`src/rtl/worker_pool_scheduler_pkg.sv`:
```
// Shared widths and FSM state encodings for the worker pool scheduler.
// The bench imports this package to see the same state names.
package worker_pool_scheduler_pkg;

    localparam int unsigned PACKET_WIDTH_DEF        = 32;
    localparam int unsigned WORKER_RESULT_WIDTH_DEF = 32;

    typedef enum logic [1:0] {
        D_EMPTY = 2'd0,
        D_PICK  = 2'd1,
        D_OFFER = 2'd2
    } disp_state_e;

    typedef enum logic {
        C_IDLE = 1'b0,
        C_HOLD = 1'b1
    } coll_state_e;

    // Successor index on a ring of n entries.
    function automatic int unsigned rr_next(input int unsigned idx, input int unsigned n);
        return (idx + 1 >= n) ? 0 : idx + 1;
    endfunction

endpackage

```
`src/rtl/worker_pool_scheduler_rr_pick.sv`:
```
// Combinational round-robin search: first set request at or after ptr,
// wrapping from N-1 back to 0.
module rr_pick #(
    parameter int unsigned N     = 4,
    parameter int unsigned PTR_W = 4
) (
    input  logic [N-1:0]     req,
    input  logic [PTR_W-1:0] ptr,
    output logic             found,
    output logic [PTR_W-1:0] index
);

    logic [2*N-1:0] rot;
    int unsigned    idx;

    always_comb begin
        found = 1'b0;
        index = '0;
        idx   = 0;
        rot   = {req, req} >> ptr;
        // Descending scan so the smallest offset from ptr wins.
        for (int unsigned i = N; i > 0; i--) begin
            if (rot[i-1]) begin
                found = 1'b1;
                idx   = 32'(ptr) + i - 1;
                if (idx >= N) begin
                    idx = idx - N;
                end
                index = PTR_W'(idx);
            end
        end
    end

endmodule

```
`src/rtl/worker_pool_scheduler.sv`:
```
// Distributes incoming packets over NUM_WORKERS workers and merges their
// results back into one stream; round-robin on both sides.
module worker_pool_scheduler
    import worker_pool_scheduler_pkg::*;
#(
    parameter int unsigned PACKET_WIDTH        = PACKET_WIDTH_DEF,
    parameter int unsigned WORKER_RESULT_WIDTH = WORKER_RESULT_WIDTH_DEF,
    parameter int unsigned NUM_WORKERS         = 4,
    parameter int unsigned PTR_W               = 4
) (
    input  logic                                       CLK,
    input  logic                                       RST,
    input  logic                                       RECEIVE_PC_VALID,
    output logic                                       RECEIVE_PC_READY,
    input  logic [PACKET_WIDTH-1:0]                    RECEIVE_PC_DATA,
    output logic [NUM_WORKERS-1:0]                     WORKER_PC_VALID,
    input  logic [NUM_WORKERS-1:0]                     WORKER_PC_READY,
    output logic [PACKET_WIDTH-1:0]                    WORKER_PC_DATA,
    input  logic [NUM_WORKERS-1:0]                     WORKER_WR_VALID,
    output logic [NUM_WORKERS-1:0]                     WORKER_WR_READY,
    input  logic [NUM_WORKERS*WORKER_RESULT_WIDTH-1:0] WORKER_WR_DATA,
    output logic                                       SEND_WR_VALID,
    input  logic                                       SEND_WR_READY,
    output logic [WORKER_RESULT_WIDTH-1:0]             SEND_WR_DATA
);

    disp_state_e                    dstate_q, dstate_d;
    coll_state_e                    cstate_q, cstate_d;
    logic [PACKET_WIDTH-1:0]        pkt_q, pkt_d;
    logic [WORKER_RESULT_WIDTH-1:0] res_q, res_d;
    logic [PTR_W-1:0]               dptr_q, dptr_d, dtgt_q, dtgt_d;
    logic [PTR_W-1:0]               cptr_q, cptr_d, cgnt_q, cgnt_d;
    logic                           recv_ready_q, recv_ready_d;

    logic                           d_found, c_found;
    logic [PTR_W-1:0]               d_idx, c_idx;
    logic [NUM_WORKERS-1:0]         dtgt_oh, cidx_oh;
    logic [WORKER_RESULT_WIDTH-1:0] res_sel;
    logic                           offer_taken;

    rr_pick #(.N(NUM_WORKERS), .PTR_W(PTR_W)) u_disp_pick (
        .req   (WORKER_PC_READY),
        .ptr   (dptr_q),
        .found (d_found),
        .index (d_idx)
    );

    rr_pick #(.N(NUM_WORKERS), .PTR_W(PTR_W)) u_coll_pick (
        .req   (WORKER_WR_VALID),
        .ptr   (cptr_q),
        .found (c_found),
        .index (c_idx)
    );

    // One-hot decode avoids indexing port vectors with a wider pointer.
    always_comb begin
        dtgt_oh = '0;
        cidx_oh = '0;
        res_sel = '0;
        for (int unsigned i = 0; i < NUM_WORKERS; i++) begin
            dtgt_oh[i] = (dtgt_q == PTR_W'(i));
            cidx_oh[i] = (c_idx == PTR_W'(i));
            if (c_idx == PTR_W'(i)) begin
                res_sel = WORKER_WR_DATA[i*WORKER_RESULT_WIDTH +: WORKER_RESULT_WIDTH];
            end
        end
        offer_taken = |(dtgt_oh & WORKER_PC_READY);
    end

    always_ff @(posedge CLK or posedge RST) begin
        if (RST) begin
            dstate_q     <= D_EMPTY;
            cstate_q     <= C_IDLE;
            pkt_q        <= '0;
            res_q        <= '0;
            dptr_q       <= '0;
            dtgt_q       <= '0;
            cptr_q       <= '0;
            cgnt_q       <= '0;
            recv_ready_q <= 1'b0;
        end else begin
            dstate_q     <= dstate_d;
            cstate_q     <= cstate_d;
            pkt_q        <= pkt_d;
            res_q        <= res_d;
            dptr_q       <= dptr_d;
            dtgt_q       <= dtgt_d;
            cptr_q       <= cptr_d;
            cgnt_q       <= cgnt_d;
            recv_ready_q <= recv_ready_d;
        end
    end

    always_comb begin
        dstate_d = dstate_q;
        pkt_d    = pkt_q;
        dptr_d   = dptr_q;
        dtgt_d   = dtgt_q;
        case (dstate_q)
            D_EMPTY: begin
                if (recv_ready_q && RECEIVE_PC_VALID) begin
                    pkt_d    = RECEIVE_PC_DATA;
                    dstate_d = D_PICK;
                end
            end
            D_PICK: begin
                if (d_found) begin
                    dtgt_d   = d_idx;
                    dstate_d = D_OFFER;
                end
            end
            D_OFFER: begin
                if (offer_taken) begin
                    dptr_d   = PTR_W'(rr_next(32'(dtgt_q), NUM_WORKERS));
                    dstate_d = D_EMPTY;
                end
            end
            default: dstate_d = D_EMPTY;
        endcase
        // Registered ready tracks the state being entered.
        recv_ready_d = (dstate_d == D_EMPTY);
    end

    always_comb begin
        cstate_d = cstate_q;
        res_d    = res_q;
        cptr_d   = cptr_q;
        cgnt_d   = cgnt_q;
        case (cstate_q)
            C_IDLE: begin
                if (c_found) begin
                    res_d    = res_sel;
                    cgnt_d   = c_idx;
                    cstate_d = C_HOLD;
                end
            end
            C_HOLD: begin
                if (SEND_WR_READY) begin
                    cptr_d   = PTR_W'(rr_next(32'(cgnt_q), NUM_WORKERS));
                    cstate_d = C_IDLE;
                end
            end
            default: cstate_d = C_IDLE;
        endcase
    end

    always_comb begin
        RECEIVE_PC_READY = recv_ready_q;
        WORKER_PC_VALID  = (dstate_q == D_OFFER) ? dtgt_oh : '0;
        WORKER_PC_DATA   = pkt_q;
        // Grant is combinational, so it must be masked while reset is held.
        WORKER_WR_READY  = (cstate_q == C_IDLE && c_found && !RST) ? cidx_oh : '0;
        SEND_WR_VALID    = (cstate_q == C_HOLD);
        SEND_WR_DATA     = res_q;
    end

endmodule

```
`config.mk`:
```
export PLATFORM = sky130hd
export DESIGN_NAME = worker_pool_scheduler
export DESIGN_NICKNAME = d
export VERILOG_FILES = /design/src/rtl/worker_pool_scheduler_pkg.sv /design/src/rtl/worker_pool_scheduler_rr_pick.sv /design/src/rtl/worker_pool_scheduler.sv
export SDC_FILE = /design/constraint.sdc
export NUM_CORES = 1
export LEC_CHECK = 0
export ABC_AREA = 1
export BUFFER_PORTS_ARGS = -buffer_cell sky130_fd_sc_hd__buf_2
export CORE_ASPECT_RATIO = 0.8
export CORE_MARGIN = 10
export CORE_UTILIZATION = 40
export DETAILED_ROUTE_END_ITERATION = 12
export GPL_TIMING_DRIVEN = 0
export PLACE_DENSITY = 0.79
export SYNTH_ARGS = -nofsm -noshare
export SYNTH_HDL_FRONTEND = slang
export SYNTH_SLANG_ARGS = --single-unit
export TNS_END_PERCENT = 10
```
`constraint.sdc`:
```
create_clock -name CLK -period 4.1 [get_ports CLK]
set_input_delay 0.615 -clock CLK [delete_from_list [all_inputs] [get_ports CLK]]
set_output_delay 0.615 -clock CLK [all_outputs]
set_load 0.005 [all_outputs]
```
; Yosys cells after proc, flatten, opt, wreduce, memory -nomap -nowiden
; Index checks and enable logic that the tools add are counted.
[totals]
regBits = 84
inputBits = 172
wordCells = 110
[op_classes]
addsub = 26
magnitude_cmp = 10
n_eq_ne = 8
shift = 2
muxes = 39
bitwise_logic = 2
n_reduce_logical = 14
[op_table]
columns = operator, count
row1 = "32-bit by 3-bit >= comparator with 1-bit output, second input constant", 8
row2 = 32-bit 2-to-1 mux, 4
row3 = 4-bit 2-to-1 mux, 20
row4 = "5-bit by 1-bit subtractor with 6-bit output, second input constant", 8
row5 = "4-bit by 3-bit subtractor with 4-bit output, second input constant", 8
row6 = "4-bit by 1-bit adder with 5-bit output, second input constant", 4
row7 = "4-bit by 2-bit adder with 5-bit output, second input constant", 4
row8 = "4-bit by 2-bit equality test with 1-bit output, second input constant", 4
row9 = 8-bit by 4-bit right shift with 4-bit output, 2
row10 = "4-bit by 3-bit adder with 5-bit output, second input constant", 2
row11 = "5-bit by 3-bit >= comparator with 1-bit output, second input constant", 2
row12 = 1-bit 2-to-1 mux, 10
row13 = 2-bit AND reduction, 5
row14 = "4-bit by 1-bit equality test with 1-bit output, second input constant", 2
row15 = 4-bit logical NOT, 2
row16 = 2-bit 2-to-1 mux, 3
row17 = 2-bit case mux with 3 select lines, 1
row18 = 4-bit AND, 1
row19 = 2-bit logical NOT, 2
row20 = 4-bit OR reduction, 1
row21 = 1-bit logical AND, 3
row22 = "2-bit by 1-bit equality test with 1-bit output, second input constant", 1
row23 = "2-bit equality test, second input constant", 1
row24 = 1-bit case mux with 2 select lines, 1
row25 = 2 further kinds, 2

; Depth between registers and ports, before layout
[logic_depth]
word_depth = 13
ltp_mapped = 25
ltp_nobuf = 23

; Modules after synthesis
; Synthesis repeated with hierarchy kept, for this count alone.
[unflattened]
hier_cells = 782
hier_area_um2 = 5954.5
[modules_own_cells]
columns = mod, n_inst, cells_per_inst, area_each_um2, seq_area_each_um2
row1 = worker_pool_scheduler, 1, 530, 4350.4, 2102.0
row2 = rr_pick, 2, 126, 802.0, 0.0

; Worst setup path before layout
; No wires, ideal clock.
[synth_path]
kind = input to output
startpoint = input RST
endpoint = output WORKER_WR_READY[0]
t_arrival_ns = 2.999
required_time_ns = 3.485
slack_ns = 0.486
stages = 3
path_cell_list = inv_1 -> nand2_1 -> nor3_1
[synth_between]
elab_chain_len = 3
[synth_rtl]
columns = element, line
row1 = "start, declared", worker_pool_scheduler.sv:12  ; input logic RST,
row2 = 1-bit logical NOT, worker_pool_scheduler.sv:152  ; WORKER_WR_READY = (cstate_q == C_IDLE && c_found && !RST) ? cidx_oh : '0;
row3 = 1-bit logical AND, worker_pool_scheduler.sv:152
row4 = 4-bit 2-to-1 mux, worker_pool_scheduler.sv:152
row5 = "end, declared", worker_pool_scheduler.sv:20  ; output logic [NUM_WORKERS-1:0] WORKER_WR_READY,
; Every way passes these cells.

; Worst setup path after layout
[layout_path]
startpoint = register cptr_q[1]
endpoint = output WORKER_WR_READY[3]
[layout_between]
elab_chain_len = 10
elab_cells_between_ends = 33
[layout_rtl]
columns = element, line
row1 = "start, declared", worker_pool_scheduler.sv:32  ; logic [PTR_W-1:0] cptr_q, cptr_d, cgnt_q, cgnt_d;
row2 = "start signal, assigned", worker_pool_scheduler.sv:88  ; cptr_q <= cptr_d;
row3 = 4-bit by 3-bit adder with 5-bit output, worker_pool_scheduler_rr_pick.sv:25  ; idx = 32'(ptr) + i - 1;
row4 = 5-bit by 1-bit subtractor with 6-bit output, worker_pool_scheduler_rr_pick.sv:25
row5 = 32-bit by 3-bit >= comparator with 1-bit output / 4-bit by 3-bit subtractor with 4-bit output (equally long branches), "worker_pool_scheduler_rr_pick.sv:26, worker_pool_scheduler_rr_pick.sv:27"
row6 = 4-bit 2-to-1 mux, worker_pool_scheduler_rr_pick.sv:26  ; if (idx >= N) begin
row7 = 4-bit 2-to-1 mux (4 in series), worker_pool_scheduler_rr_pick.sv:23  ; if (rot[i-1]) begin
row8 = 4-bit by 2-bit equality test with 1-bit output, worker_pool_scheduler.sv:62  ; cidx_oh[i] = (c_idx == PTR_W'(i));
row9 = 4-bit 2-to-1 mux (*), worker_pool_scheduler.sv:152
; Mark *: on every way between the ends. The rest lies on a longest branch, timed or not.

==> run summary <==
Final nets: 1,228
Worst path arrival time: 3.08 ns
Pre-antenna DRT Iters: 7
Vias in the first global route: 6,208
DRT iter0 DRCs: 518
Critical-path top delay cell: dfrtp_1
Die Area: 19,720 sq um
CP required: 3.48 ns
GRT overflow: 0
Average wire per cell in the routed design: 16.97 microns
PostCTS Resize Cnt: 0
Final setup viols: 0
Largest net degree at the start of global routing: 52
Core region area: 14,250 sq um
CP max stage delay: 0.46 ns
Sequential share of the synthesized area: 36.30%
CTS H-Tree Depth: 3
Post-synthesis cell type count: 36
Hold Path Class: input pin to async pin
Layout area overhead: 31.01%
Clk_skew: 0.008039 ns
Min Tclk post-route: 3.692 ns
Hold_buf cts: 0
Share of cells above drive strength 1: 34.11%
Mapped cell area: 5791 sq um
Cell-by-cell trace of the critical path: buf_4 > inv_2 > ha_1 > nand2_1 > nand2_1 > nand2_1 > nand2_1 > inv_1 > ha_1 > nand2_1 > nand2_1 > inv_1 > nand2_1 > nand2_1 > nand2_1 > nand4_1 > nand2_1 > nand2_2 > nand3_4 > a21oi_1 > nand2_1 > nor2_1 > buf_2
Worst slew pin tran: 0.5937 ns
Root buffer cell: clkbuf_16
CP max FO: 8
Cell row count: 39
Post-CTS setup buffers: 0
Maxcap violations: 0
RSZ-0062 raised after global routing: false
Port bufs: 245
Clock transition at path regs: 0.07 ns
Final Hold Viols: 0
Lkg Pwr: 3.987 nW
IO Pins: 246
Total Power: 7.259 mW
Crit start category: register
Synth Register Bits: 84
# DRC: 0
VDD IR max: 0.8130 mV
Fin Hold WS: 0.2961 ns
RR Startpoint: cptr_q[1]
Setup TNS: 0 ns
Ys Warns: 0
Achievable Freq: 0.2709 GHz
Critical path capture point type: output pin
Post-route ant nets: 0
Die height: 127.6 microns
Period utilization: 90.05%
PwrDens: 956.8 nW/um^2
First-pass GRT wire length: 32,210 microns
Routed wire length: 20,630 microns
Global-route usage over all layers: 20.07%
Final GP Congestion: 0.9042
Clock Sinks: 84
Initial antenna violation count: 2
Vias/cell: 5.149
Utilization after layout: 53.24%
Clock buffer depth: 2
Most common cell on crit path: nand2_1
Syn_nets: 971
Slew HR: 60.42%
Post-DP HPWL: 16,690 microns
Post-DP Area: 7277 sq um
Die X: 154.5 microns
Syn Inst Count: 767
Initial Utilization: 40.64%
Max-slew violations: 0
Vias: 6,261
Fin area: 7586 sq um
CP Class: register to output pin
Outcome: completed
Worst-Skew Late Latency: 0.35 ns
TritonCTS clock tree: built
Critical Path Start: cptr_q[1]
Syn_area_per_cell: 7.550 sq um
TritonCTS buffer count: 9
[power by group]
part           switching, mW  internal (mW)
clock                  0.398          0.433
combinational           3.09           1.81
sequential             0.267           1.26
[synth_stat cells]
| library cell | count | area [sq um] |
|---|---|---|
| dfrtp_1 | 84 | 2102 |
| buf_6 | 4 | 45.04 |
| buf_1 | 5 | 18.77 |
| o2111ai_1 | 1 | 8.760 |
| a31oi_1 | 4 | 25.02 |
| o21ai_0 | 24 | 120.1 |
| o31ai_1 | 1 | 7.510 |
| o32ai_1 | 1 | 8.760 |
| or2_2 | 1 | 6.260 |
| ha_1 | 32 | 400.4 |
| nand3_1 | 58 | 290.3 |
| nor3_1 | 2 | 10.01 |
| clkbuf_1 | 10 | 37.54 |
| a21boi_0 | 1 | 7.510 |
| o211ai_1 | 5 | 37.54 |
| xnor2_1 | 3 | 26.28 |
| nor2_4 | 3 | 33.78 |
| nand3_4 | 1 | 17.52 |
| nor2_1 | 128 | 480.5 |
| o22ai_1 | 3 | 18.77 |
| mux2_2 | 32 | 360.4 |
| buf_4 | 12 | 90.09 |
| nand3_2 | 5 | 50.05 |
| nand4_1 | 66 | 412.9 |
| o211a_1 | 1 | 10.01 |
| xor2_1 | 10 | 87.58 |
| a21oi_1 | 7 | 35.03 |
| inv_1 | 40 | 150.1 |
| nand2_1 | 191 | 716.9 |
| o21ai_4 | 1 | 16.27 |
| o21ai_1 | 1 | 5.000 |
| buf_2 | 10 | 50.05 |
| nand3b_1 | 1 | 7.510 |
| nor2_2 | 1 | 6.260 |
| nand2_2 | 9 | 56.30 |
| inv_2 | 9 | 33.78 |
[routing by layer]
layer | vias up | part of all wire (%) | GRT usage (%)
li1 | 3066 | - | -
met2 | 259 | 48 | 33.59
met4 | 0 | 2.7 | 7.488
met5 | - | 0 | 0
met1 | 2894 | 41 | 23.96
met3 | 42 | 8.4 | 5.835
[cell usage in the layout, fill, tap and decap left out, drive strengths merged, types with 26 or more instances in the layout]
cell type	count
nand2	200
nand3	64
nand4	66
mux2	32
nor2	132
dfrtp	84
o21ai	26
buf	277
inv	53
ha	32
[registers in the layout, indices dropped and copies added, names as in the netlist]
signal and count:
cptr_q 4, dstate_q 2, WORKER_PC_DATA 32, dptr_q 4, RECEIVE_PC_READY 1, SEND_WR_VALID 1, SEND_WR_DATA 32, cgnt_q 4
dtgt_q 4
[final timing paths]
kind	end	cells past startpoint	slack (ns)
hold / removal	WORKER_PC_DATA[5]	2	0.30
setup / recovery	WORKER_WR_READY[3]	23	0.41
setup reg to reg	SEND_WR_DATA[31]	25	0.91
min in group CLK	SEND_WR_VALID	2	0.45
max in group asynchronous	SEND_WR_DATA[23]	3	3.17
hold reg to reg	WORKER_PC_DATA[11]	1	0.50
[cells by family (layout without fill, tap and decap cells)]
| kind of cell | count (synthesis) | count (layout) | synth area share [%] |
|---|---|---|---|
| buf+inv | 90 | 352 | 7.347 |
| simple gates | 466 | 466 | 36.06 |
| flops | 84 | 84 | 36.30 |
| other cells | 0 | 3 | 0 |
| compound gates | 50 | 50 | 5.186 |
| fa+ha+maj | 32 | 32 | 6.914 |
| xor+xnor | 13 | 13 | 1.966 |
| mux | 32 | 32 | 6.223 |
[critical path: cells and delay by family, from the launching register on]
kind,cells,cell delay (ns)
AO/OA/AOI/OAI,1,0.26
adder cells (fa/ha/maj),2,0.34
buffers and inverters,5,0.60
flip-flops,1,0.46
AND/OR/NAND/NOR,15,1.09
[final cells by class]
class / instances / area [sq um]
clock inverters: 7 / 76.32
flip-flops and latches: 84 / 2102
plain buffers: 41 / 241.5
multi-input cells: 593 / 3263
diodes: 3 / 7.507
repair buffers: 246 / 1254
inverters: 49 / 186.4
fillers: 1389 / 6663
well taps: 184 / 230.2
clock buffers: 9 / 225.2
[through the flow]
step / setup WS [ns] / instances
6_report: 0.4081 / 1216
2_1_floorplan: 0.4862 / 767
4_1_cts: 0.3967 / 1213
5_1_grt: 0.09693 / 1215
3_3_place_gp: -0.8480 / 1196
3_5_place_dp: 0.7875 / 1197
(Power assumes the default switching activity.)
